===== src/rtl/vga_frame_capture.sv =====
// vga_frame_capture
// Captures a VGA-style pixel stream (BLANK_N/HS/VS + 8-bit R/G/B on the pixel
// clock) into a linear frame buffer in SDRAM through an Avalon-MM write master.
// Active pixels are tagged with their frame index, buffered in a small FIFO and
// written one entry per accepted Avalon transfer.
// Build option: define VGA_CAPTURE_RGB888_EN for 32-bit {8'h00,R,G,B} pixels
// with a 4-byte stride; without it pixels are RGB565 with a 2-byte stride.
module vga_frame_capture #(
  parameter int unsigned H_ACTIVE   = 640,
  parameter int unsigned V_ACTIVE   = 480,
  parameter logic [31:0] BASE_ADDR  = 32'h0000_0000,
  parameter int unsigned FIFO_DEPTH = 16
) (
  input  logic        clk,
  input  logic        reset_n,
  input  logic        enable,
  input  logic        vid_blank_n,
  input  logic        vid_hs,
  input  logic        vid_vs,
  input  logic [7:0]  vid_r,
  input  logic [7:0]  vid_g,
  input  logic [7:0]  vid_b,
  output logic [31:0] avm_address,
  output logic        avm_write,
`ifdef VGA_CAPTURE_RGB888_EN
  output logic [31:0] avm_writedata,
`else
  output logic [15:0] avm_writedata,
`endif
  input  logic        avm_waitrequest,
  output logic        frame_done,
  output logic        overflow,
  output logic        frame_err,
  input  logic        clr_status
);

`ifdef VGA_CAPTURE_RGB888_EN
  localparam int unsigned DATA_W  = 32;
  localparam int unsigned ADDR_SH = 2;
`else
  localparam int unsigned DATA_W  = 16;
  localparam int unsigned ADDR_SH = 1;
`endif
  localparam int unsigned NPIX  = H_ACTIVE * V_ACTIVE;
  localparam int unsigned IDX_W = (NPIX > 1) ? $clog2(NPIX) : 1;
  localparam int unsigned PTR_W = $clog2(FIFO_DEPTH);
  localparam int unsigned CNT_W = PTR_W + 1;
  localparam int unsigned ENT_W = IDX_W + DATA_W;
  localparam logic [IDX_W-1:0] LAST_IDX  = IDX_W'(NPIX - 1);
  localparam logic [CNT_W:0]   DEPTH_OCC = (CNT_W + 1)'(FIFO_DEPTH);

  typedef enum logic [1:0] {
    S_IDLE    = 2'd0,
    S_SYNC    = 2'd1,
    S_CAPTURE = 2'd2,
    S_DRAIN   = 2'd3
  } state_t;

  // Control and status registers
  state_t             r_state;
  logic [IDX_W-1:0]   r_idx;
  logic               r_vs_q;
  logic               r_restart;
  logic               r_frame_done;
  logic               r_overflow;
  logic               r_frame_err;

  // Sample stage (one entry, pushed into the FIFO on the following edge)
  logic               r_in_valid;
  logic [ENT_W-1:0]   r_in_entry;

  // FIFO storage and pointers
  logic [ENT_W-1:0]   r_mem [FIFO_DEPTH];
  logic [PTR_W-1:0]   r_wptr;
  logic [PTR_W-1:0]   r_rptr;
  logic [CNT_W-1:0]   r_count;

  // Avalon master output registers
  logic               r_avm_write;
  logic [31:0]        r_avm_address;
  logic [DATA_W-1:0]  r_avm_writedata;

  logic [DATA_W-1:0]  w_pix_data;
  logic               w_unused;
  logic               w_vs_fall;
  logic               w_sample;
  logic               w_last;
  logic               w_short;
  logic               w_accept;
  logic               w_out_free;
  logic               w_pop;
  logic               w_push;
  logic               w_drop;
  logic               w_drain_done;
  logic [CNT_W:0]     w_occ;
  logic [ENT_W-1:0]   w_head;
  logic [IDX_W-1:0]   w_head_idx;
  logic [DATA_W-1:0]  w_head_data;
  logic [31:0]        w_head_addr;

`ifdef VGA_CAPTURE_RGB888_EN
  assign w_pix_data = {8'h00, vid_r, vid_g, vid_b};
  assign w_unused   = vid_hs;
`else
  assign w_pix_data = {vid_r[7:3], vid_g[7:2], vid_b[7:3]};
  assign w_unused   = ^{vid_hs, vid_r[2:0], vid_g[1:0], vid_b[2:0]};
`endif

  // A frame starts on the high-to-low transition of VS.
  assign w_vs_fall = r_vs_q & ~vid_vs;
  assign w_sample  = (r_state == S_CAPTURE) & vid_blank_n;
  assign w_last    = w_sample & (r_idx == LAST_IDX);
  // VS ahead of the last pixel ends the frame early; completing wins a tie.
  assign w_short   = (r_state == S_CAPTURE) & w_vs_fall & ~w_last;

  assign w_accept   = r_avm_write & ~avm_waitrequest;
  assign w_out_free = ~r_avm_write | ~avm_waitrequest;
  assign w_pop      = w_out_free & (r_count != {CNT_W{1'b0}});

  // Capacity counts the queued entries plus the one held on the bus, so a
  // stalled slave backs pressure up after FIFO_DEPTH pixels in total.
  assign w_occ  = {1'b0, r_count} + {{CNT_W{1'b0}}, r_avm_write};
  assign w_push = r_in_valid & ((w_occ < DEPTH_OCC) | w_accept);
  assign w_drop = r_in_valid & ~w_push;

  assign w_drain_done = (r_count == {CNT_W{1'b0}}) & ~r_in_valid &
                        (~r_avm_write | w_accept);

  assign w_head      = r_mem[r_rptr];
  assign w_head_idx  = w_head[ENT_W-1:DATA_W];
  assign w_head_data = w_head[DATA_W-1:0];
  // Address arithmetic is 32-bit and wraps naturally.
  assign w_head_addr = BASE_ADDR + (32'(w_head_idx) << ADDR_SH);

  // Frame sequencing: state, pixel index, VS edge history, done pulse.
  always_ff @(posedge clk or negedge reset_n) begin
    if (!reset_n) begin
      r_state      <= S_IDLE;
      r_idx        <= {IDX_W{1'b0}};
      r_vs_q       <= 1'b0;
      r_restart    <= 1'b0;
      r_frame_done <= 1'b0;
    end else begin
      r_vs_q       <= vid_vs;
      r_frame_done <= 1'b0;
      case (r_state)
        S_IDLE: begin
          if (enable) begin
            r_state <= S_SYNC;
          end
        end
        S_SYNC: begin
          if (!enable) begin
            r_state <= S_IDLE;
          end else if (w_vs_fall) begin
            r_state <= S_CAPTURE;
            r_idx   <= {IDX_W{1'b0}};
          end
        end
        S_CAPTURE: begin
          if (w_sample) begin
            r_idx <= r_idx + IDX_W'(1);
          end
          if (w_last) begin
            r_state   <= S_DRAIN;
            r_restart <= 1'b0;
          end else if (w_short) begin
            // The early VS edge is also the start of the next frame.
            r_state   <= S_DRAIN;
            r_restart <= 1'b1;
          end
        end
        S_DRAIN: begin
          if (w_drain_done) begin
            r_frame_done <= 1'b1;
            r_restart    <= 1'b0;
            if (!enable) begin
              r_state <= S_IDLE;
            end else if (r_restart) begin
              r_state <= S_CAPTURE;
              r_idx   <= {IDX_W{1'b0}};
            end else begin
              r_state <= S_SYNC;
            end
          end
        end
        default: begin
          r_state <= S_IDLE;
        end
      endcase
    end
  end

  // Sample stage: tag each captured active pixel with its frame index.
  always_ff @(posedge clk or negedge reset_n) begin
    if (!reset_n) begin
      r_in_valid <= 1'b0;
      r_in_entry <= {ENT_W{1'b0}};
    end else begin
      r_in_valid <= w_sample;
      if (w_sample) begin
        r_in_entry <= {r_idx, w_pix_data};
      end
    end
  end

  // FIFO storage; contents need no reset because the count gates reads.
  always_ff @(posedge clk) begin
    if (w_push) begin
      r_mem[r_wptr] <= r_in_entry;
    end
  end

  // FIFO pointers and occupancy count.
  always_ff @(posedge clk or negedge reset_n) begin
    if (!reset_n) begin
      r_wptr  <= {PTR_W{1'b0}};
      r_rptr  <= {PTR_W{1'b0}};
      r_count <= {CNT_W{1'b0}};
    end else begin
      if (w_push) begin
        r_wptr <= r_wptr + PTR_W'(1);
      end
      if (w_pop) begin
        r_rptr <= r_rptr + PTR_W'(1);
      end
      case ({w_push, w_pop})
        2'b10:   r_count <= r_count + CNT_W'(1);
        2'b01:   r_count <= r_count - CNT_W'(1);
        default: r_count <= r_count;
      endcase
    end
  end

  // Avalon write master: present the FIFO head, hold it while stalled.
  always_ff @(posedge clk or negedge reset_n) begin
    if (!reset_n) begin
      r_avm_write     <= 1'b0;
      r_avm_address   <= 32'h0000_0000;
      r_avm_writedata <= {DATA_W{1'b0}};
    end else if (w_pop) begin
      r_avm_write     <= 1'b1;
      r_avm_address   <= w_head_addr;
      r_avm_writedata <= w_head_data;
    end else if (w_accept) begin
      r_avm_write     <= 1'b0;
    end
  end

  // Sticky status flags; a set event beats a simultaneous clear.
  always_ff @(posedge clk or negedge reset_n) begin
    if (!reset_n) begin
      r_overflow  <= 1'b0;
      r_frame_err <= 1'b0;
    end else begin
      if (w_drop) begin
        r_overflow <= 1'b1;
      end else if (clr_status) begin
        r_overflow <= 1'b0;
      end
      if (w_short) begin
        r_frame_err <= 1'b1;
      end else if (clr_status) begin
        r_frame_err <= 1'b0;
      end
    end
  end

  assign avm_write     = r_avm_write;
  assign avm_address   = r_avm_address;
  assign avm_writedata = r_avm_writedata;
  assign frame_done    = r_frame_done;
  assign overflow      = r_overflow;
  assign frame_err     = r_frame_err;

endmodule


===== config.mk =====
export PLATFORM = sky130hd
export DESIGN_NAME = vga_frame_capture
export DESIGN_NICKNAME = d
export VERILOG_FILES = /design/src/rtl/vga_frame_capture.sv
export SDC_FILE = /design/constraint.sdc
export NUM_CORES = 1
export LEC_CHECK = 0
export ABC_AREA = 1
export CORE_MARGIN = 3
export CORE_UTILIZATION = 45
export DETAILED_ROUTE_END_ITERATION = 7
export PLACE_DENSITY = 0.59
export SYNTH_ARGS = -nofsm -noshare
export SYNTH_HDL_FRONTEND = slang
export SYNTH_SLANG_ARGS = --single-unit

===== constraint.sdc =====
create_clock -name clk -period 3.7 [get_ports clk]
set_input_delay 0.74 -clock clk [delete_from_list [all_inputs] [get_ports clk]]
set_output_delay 0.74 -clock clk [all_outputs]
set_load 0.03 [all_outputs]

==> out/qor.yml, run 1 <==
final_layout:
  drive_above_1_share_pct: 7.266
  finalNonFillerCells: 3265
  final_cell_area_um2: 31010
  fillers: 5107
  layout-area-overhead-vs-synth_pct: 13.38
  nets: 2476
  utilization_pct: 52.06
synth:
  yosys-top-cells-area: "edfxtp_1 (61%), nand2_1 (11%), dfrtp_1 (10%)"
  yosys.area_share.adder_pct: 0.4574
  async_flop_share_pct: 16.54
  yosys-mux-area-fraction_pct: 0
  netlist_instances: 2391
  ys_ff_latch: 671
  yosysSeqAreaShare_pct: 71.63
  yosys_most_used_dff: "edfxtp_1"
  synth-xor-area-share_pct: 0.6724
  biggest_area_consumer_among_synthesized_cells: "edfxtp_1"
  yosysTopAreaCellShare_pct: 61.48
  main_combinational_cell_family_by_area_after_synthesis: "simple AND/OR/NAND/NOR gates"
  synth_simple_gate_area_share_pct: 18.46
  yosysMostFrequentCell: "nand2_1"
  count_of_flip_flops_with_a_built_in_enable_after_synthesis: 560
  ys_types: 36
  syn-mean-instance-area_um2: 11.44
  synth_compound_area_share_pct: 4.661
  ys_warn_count: 0
  mappedNetlistArea_um2: 27350
  post_synth_most_frequent_cells: "nand2_1 (769), edfxtp_1 (560), nand3_1 (290)"
sta:
  clock.fmax_mhz: 394.6
  drv_slew: 0
  finalCriticalPeriod_ps: 2534
  grt_setup_unrepaired: "no"
  timing.max_slew.rel_slack_pct: 25.55
  setup_viol_count_final: 0
  tightest_slew_ps: 1117
  post-route-period-util_pct: 68.50
  finalHoldViolations: 0
  fin_worst_skew_ps: 35.41
  tns_ps: 0
  timing.hold.ws_ps: 174.6
power:
  cellLeakagePower_nw: 11.62
  comb_power_share_pct: 30.2
  clock_power_share_pct: 28.3
  intPower_mw: 15.46
  power_density_nw_per_um2: 782.6
  net-switching-power_mw: 8.810
  sw_frac_of_total_pct: 36.30
  maximum_resistive_drop_on_vdd_uv: 695.2
  pwr-share-seq_pct: 41.5
clock_network:
  tritoncts.num_buffers: 71
  clock_tree.root_cell: "clkbuf_16"
  clock_latency_ps: 610
  clock_tree.htree_level_count: 3
  cts.sink_count: 671
  clkSlewWorstSetupHoldPaths_ps: 60
  cts_resized: 0
  post_cts_hold_buffer_count: 0
  cts_tree: "built"
  postCtsSetupRepairBufs: 0
  cts.path.max_buffers: 3
route:
  drt_iter0_drc: 1485
  totalWireLength_mm: 66.07
  count_of_vias_placed_by_the_detailed_router: 17670
  viasPerCell: 5.412
  postRouteAntennaNets: 0
  drt_drc_violations_left: 0
  wl_per_cell_um: 20.24
  detailedRoute.firstPassIterationCount: 6
global_routing:
  overall_overflow_remaining_after_global_route: 0
  grt_max_degree: 204
  number_of_antenna_violations_at_the_first_check_in_global_routing: 0
  track_usage_pct: 20.91
  grt_pass1_vias: 17480
  grt_pass1_wl_mm: 101.9
placement:
  dpl_cell_area_um2: 28770
  place.gp.congestion: 0.7767
  placed_cells: 3134
  io_buffers: 61
  place_hpwl_mm: 33.34
status:
  run_status: "complete, no violations"
worst_setup_path:
  startpoint_type: "input port"
  arrival_ps: 2800
  worstPathBufferInverterCount: 4
  cp_cell_sequence: "clkdlybuf4s50_1 -> inv_1 -> nand2_1 -> nand2_1 -> nand2_1 -> inv_1 -> nand2_1 -> nor2_4 -> buf_12"
  critPathTopFamily: "buffers and inverters"
  cp.required_ps: 3970
  critical_path.most_common_cell: "nand2_1"
  crit_path_category: "input port to register"
  critPathMaxFanout: 28
  max_stage_delay_ps: 420
  slowest_stage_cell_cp: "clkdlybuf4s50_1"
  setup.worst_path.end_class: "register"
die:
  start_util_pct: 45.91
  core_region_area_um2: 59580
  die_area_um2: 63780
  core.rowCount: 89
  ios: 84
  die_h_um: 252.6
  fp.dieW_um: 252.6
min_path:
  hold_removal_path_class: "input port to asynchronous set/reset pin"
flow_run:
  drv.max_cap_violation_count: 0
power by group through the flow:
stage,Clock [mW],Combinational (mW),Sequential (mW)
after floorplan,0,4.97,10.3
after global placement,0,7.26,10.2
after detailed placement,0,7.39,10.2
after CTS,7.00,7.40,10.1
after global routing,7.30,8.20,10.2
final,6.86,7.33,10.1
area by class of cell:
cell class                 count  area, um^2  share of cell area, %
clock inverter                36       299.0                 0.9642
multi-input combinational   1520        6805                  21.94
inverter                      66       256.5                 0.8270
sequential                   671       19600                  63.21
tap                          773       967.2                  3.118
antenna                        1       2.502               0.008068
clock buffer                  94        1946                  6.273
timing repair buffer         104        1135                  3.659
worst register-to-register path, stage by stage, from the launching register on:
cell,delay (ps)
dfrtp_1,430
nand3_1,100
o21ai_1,60
nand2_1,80
nand2_1,190
inv_1,260
nand2_1,290
nor2_4,380
buf_12,300
state kept, by name, summed over array words and instances (netlist names), 2 cells and up:
name	flops
r_rptr	4
avm_writedata	16
r_mem	560
r_state	2
r_count	5
r_wptr	4
r_idx	19
avm_address	19
r_in_entry	35
layout by cell type (no fill, tap or decap), types with 2 or more instances in the layout:
master             n
clkdlybuf4s50_1   60
nor2_4            17
nand2_1          768
inv_2              6
o21ai_1            4
nor2_1           129
clkinvlp_4         3
inv_1             58
buf_4             27
xor2_1            19
nand3_1          290
clkinv_1          12
dfrtp_4            2
dfrtp_2            2
clkbuf_16         73
o22ai_1           30
clkinv_8           2
buf_12            16
clkbuf_1          17
nor3_1            15
clkinv_2          15
nand2_2            4
clkbuf_8           4
edfxtp_1         560
conb_1            13
xnor2_1            2
dfrtp_1          107
ha_1              10
a21oi_1          101
bufinv_16          4
nand4_1            4
o21ai_0          104
routing by layer:
layer	track usage, %	vias to the layer above	share of wire (%)
met1	28.78	8740	44
met5	0	-	0
li1	-	8318	-
met2	34.93	521	48
met4	5.537	0	2.0
met3	3.272	90	5.6
cell families after synthesis:
kind of cell,Yosys count
buffers and inverters,212
AND/OR/NAND/NOR,1232
XOR/XNOR,21
flip-flops,671
other,1
AO/OA/AOI/OAI,244
adder cells (fa/ha/maj),10
metrics by stage:
stage / worst slack, ps / total power [mW]
5_1_grt: 1049 / 25.69
2_1_floorplan: 492.6 / 15.23
3_3_place_gp: 584.0 / 17.44
4_1_cts: 1185 / 24.49
6_report: 1166 / 24.27
3_5_place_dp: 575.1 / 17.61
worst paths after layout:
path	startpoint	endpoint	slack, ps	cells after the start
max	avm_waitrequest	r_mem[8][2]	1170	9
min	reset_n	r_wptr[2]	170	1
max reg2reg	r_count[0]	r_mem[8][2]	1250	8
min reg2reg	avm_address[12]	avm_address[12]	480	2
max in group asynchronous	reset_n	r_idx[8]	2640	2
min in group clk	avm_address[12]	avm_address[12]	480	2
Power figures use the tool's default switching activity.
==> run 2, diff against run 1 <==
- PLACE_DENSITY: 0.59 -> 0.62
- clock period: 3.7 -> 2.21 ns (I/O delays scaled with it)
==> run 2 against run 1 <==
  * First-iteration DRC count is 12% higher
  * Final area is 3.0% higher
  * Combinational power is 84% higher
  * Hold slack better by 55 ps
  * Global-route usage is 0.64 points higher
  * Die area stayed put
  * Setup slack worse by 1100 ps
  * Sequential share of layout area is 1.8 points lower
  * Sequential cell count stayed put
  * Critical path depth is 8 lower
  * Largest cell class unchanged
==> out/qor.yml, run 2 (synthesis results as in run 1) <==
power:
  pwr-share-seq_pct: 40.2  # -1.3 points
  maximum_resistive_drop_on_vdd_uv: 830.9  # +20%
  sw_frac_of_total_pct: 36.49  # +0.19 points
  net-switching-power_mw: 15.45  # +75%
  clock_power_share_pct: 28.1  # -0.2 points
  intPower_mw: 26.89  # +74%
  total_power_mw: 42.34  # +74%
  cellLeakagePower_nw: 12.07  # +3.8%
  comb_power_share_pct: 31.8  # +1.6 points
  power_density_nw_per_um2: 1325  # +69%
clock_network:
  tritoncts.num_buffers: 72  # +1.4%
  clock_tree.root_cell: "clkbuf_16"
  cts.sink_count: 671  # unchanged
  clkSlewWorstSetupHoldPaths_ps: 60  # about the same
  cts.path.max_buffers: 3  # unchanged
  cts_tree: "built"
  clock_tree.htree_level_count: 3  # unchanged
  clock_latency_ps: 610  # about the same
sta:
  timing.max_slew.rel_slack_pct: 49.12  # +24 points
  tightest_slew_ps: 763.2  # -353.6 ps
  drv_slew: 0  # unchanged
  finalCriticalPeriod_ps: 2163
  setup_viol_count_final: 0  # unchanged
  post-route-period-util_pct: 97.86
  timing.hold.ws_ps: 229.5  # +54.89 ps
  clock.fmax_mhz: 462.4
  finalHoldViolations: 0  # unchanged
  fin_worst_skew_ps: 32.64  # -2.774 ps
die:
  die_h_um: 252.6  # unchanged
  fp.dieW_um: 252.6  # unchanged
  ios: 84  # unchanged
  start_util_pct: 45.91  # unchanged
  die_area_um2: 63780  # unchanged
  core.rowCount: 89  # unchanged
  core_region_area_um2: 59580  # unchanged
worst_setup_path:
  setup.worst_path.end_class: "output pin"
  max_stage_delay_ps: 700  # +280 ps
  cp_cell_sequence: "clkdlybuf4s50_1"
  crit-reg2reg-capture: "r_count[4]"
  cp.required_ps: 1770  # -2200 ps
  arrival_ps: 1720  # -1080 ps
  regToRegSetupSlack_ps: 150  # -1100 ps
  crit_path_category: "register to output pin"
  ff2ff_path_depth: 16  # +8
  setup.worst_path.start: "avm_address[8]"
  startpoint_type: "register"
  slowest_stage_cell_cp: "clkdlybuf4s50_1"
  crit_cells: 1  # -8
  critical_path.reg2reg.startpoint: "r_count[1]"
  critPathTopFamily: "buffers and inverters"
  worstPathBufferInverterCount: 1  # -3
  critPathMaxFanout: 2  # -93%
final_layout:
  nets: 2536  # +2.4%
  largestRegisters: "r_mem (560), r_in_entry (35)"
  layout-area-overhead-vs-synth_pct: 16.80
  diode_count: 0  # -1
  drive_above_1_share_pct: 9.526  # +2.3 points
  layout_commonest_cell: "nand2_1"
  number_of_flip_flops_under_the_largest_register_name: 560  # unchanged
  max_flop_register: "r_mem"
  most-common-layout-cells: "nand2_1 (768), edfxtp_1 (560), nand3_1 (290)"
route:
  count_of_vias_placed_by_the_detailed_router: 17970  # +1.7%
  detailedRoute.firstPassIterationCount: 5  # -1
  drt_iter0_drc: 1669  # +12%
  viasPerCell: 5.407  # about the same
  postRouteAntennaNets: 0  # unchanged
  totalWireLength_mm: 68.38  # +3.5%
  drt_drc_violations_left: 0  # unchanged
  wl_per_cell_um: 20.57  # +1.7%
placement:
  place.gp.congestion: 0.8356  # +7.6%
  place_hpwl_mm: 40.77  # +22%
  io_buffers: 61  # unchanged
min_path:
  hold_removal_path_class: "input port to asynchronous set/reset pin"
global_routing:
  grt_max_degree: 97  # -52%
  track_usage_pct: 21.55  # +0.64 points
  grt_pass1_vias: 17770  # +1.7%
  number_of_antenna_violations_at_the_first_check_in_global_routing: 1  # +1
  overall_overflow_remaining_after_global_route: 0  # unchanged
  grt_pass1_wl_mm: 105.0  # +3.1%
flow_run:
  drv.max_cap_violation_count: 0  # unchanged
status:
  run_status: "complete, no violations"
-- run 2: changes by cell type in the layout (fill, tap and decap cells not counted), moves of 4 or more --
cell      before  now
buf_4         27   56
buf_12        16   45
clkinv_1      12   18
clkinv_2      15   11
-- run 2: worst max path at each step --
stage	slack, ps	endpoint
2_1_floorplan	-310	r_mem[0][0]
3_3_place_gp	-280	r_mem[0][17]
3_5_place_dp	-320	r_mem[0][13]
4_1_cts	10	avm_address[9]
5_1_grt	-20	r_count[4]
6_report	50	avm_address[8]
-- run 2: power by group through the flow --
stage	clock, mW	sequential [mW]	combinational [mW]
floorplan	0	17.2	8.37
global placement	0	17.2	13.2
detailed placement	0	17.3	13.4
CTS	12.1	17.0	13.4
global route	12.6	17.2	14.9
finish	11.9	17.0	13.5
-- run 2: repair_timing --
item | 4_1_cts | 5_1_grt
setup buffers | 0 | 3
setup endpoints to repair | 1 | 362
pin swaps | 0 | 0
gates resized for setup | 1 | 10
hold buffers | 1 | 0
hold endpoints to repair | 50 | 0
-- run 2: layer usage --
metal | part of all wire [%] | track usage [%]
met3 | 6.0 | 3.828
met5 | 0.019 | 0
met1 | 43 | 29.46
met4 | 2.5 | 6.345
met2 | 48 | 35.56
-- run 2: stage by stage --
stage | instances | setup TNS [ps] | setup slack [ps] | utilization (%) | cell area [um^2]
final | 3324 | 0 | 47.40 | 53.63 | 31950
after global routing | 3324 | -16.30 | -16.30 | 53.63 | 31950
after CTS | 3321 | 0 | 12.21 | 53.53 | 31890
after detailed placement | 3189 | -137740 | -315.2 | 49.59 | 29540
after global placement | 3189 | -115890 | -275.6 | 49.59 | 29540
after floorplan | 2403 | -152580 | -312.2 | - | 27450
-- run 2: cell type report --
cell class,count,area [um^2]
Sequential cell,671,19610
Multi-Input combinational cell,1520,6827
Clock inverter,42,424.2
Tap cell,773,967.2
Clock buffer,89,1918
Timing Repair Buffer,163,1947
Inverter,66,260.3
Fill cell,4975,27630
==> run 3, diff against run 2 <==
- CTS_CLUSTER_SIZE: unset -> 28
==> results of run 3 <==
No change in the layout: final DEF, timing and power equal those of run 2.
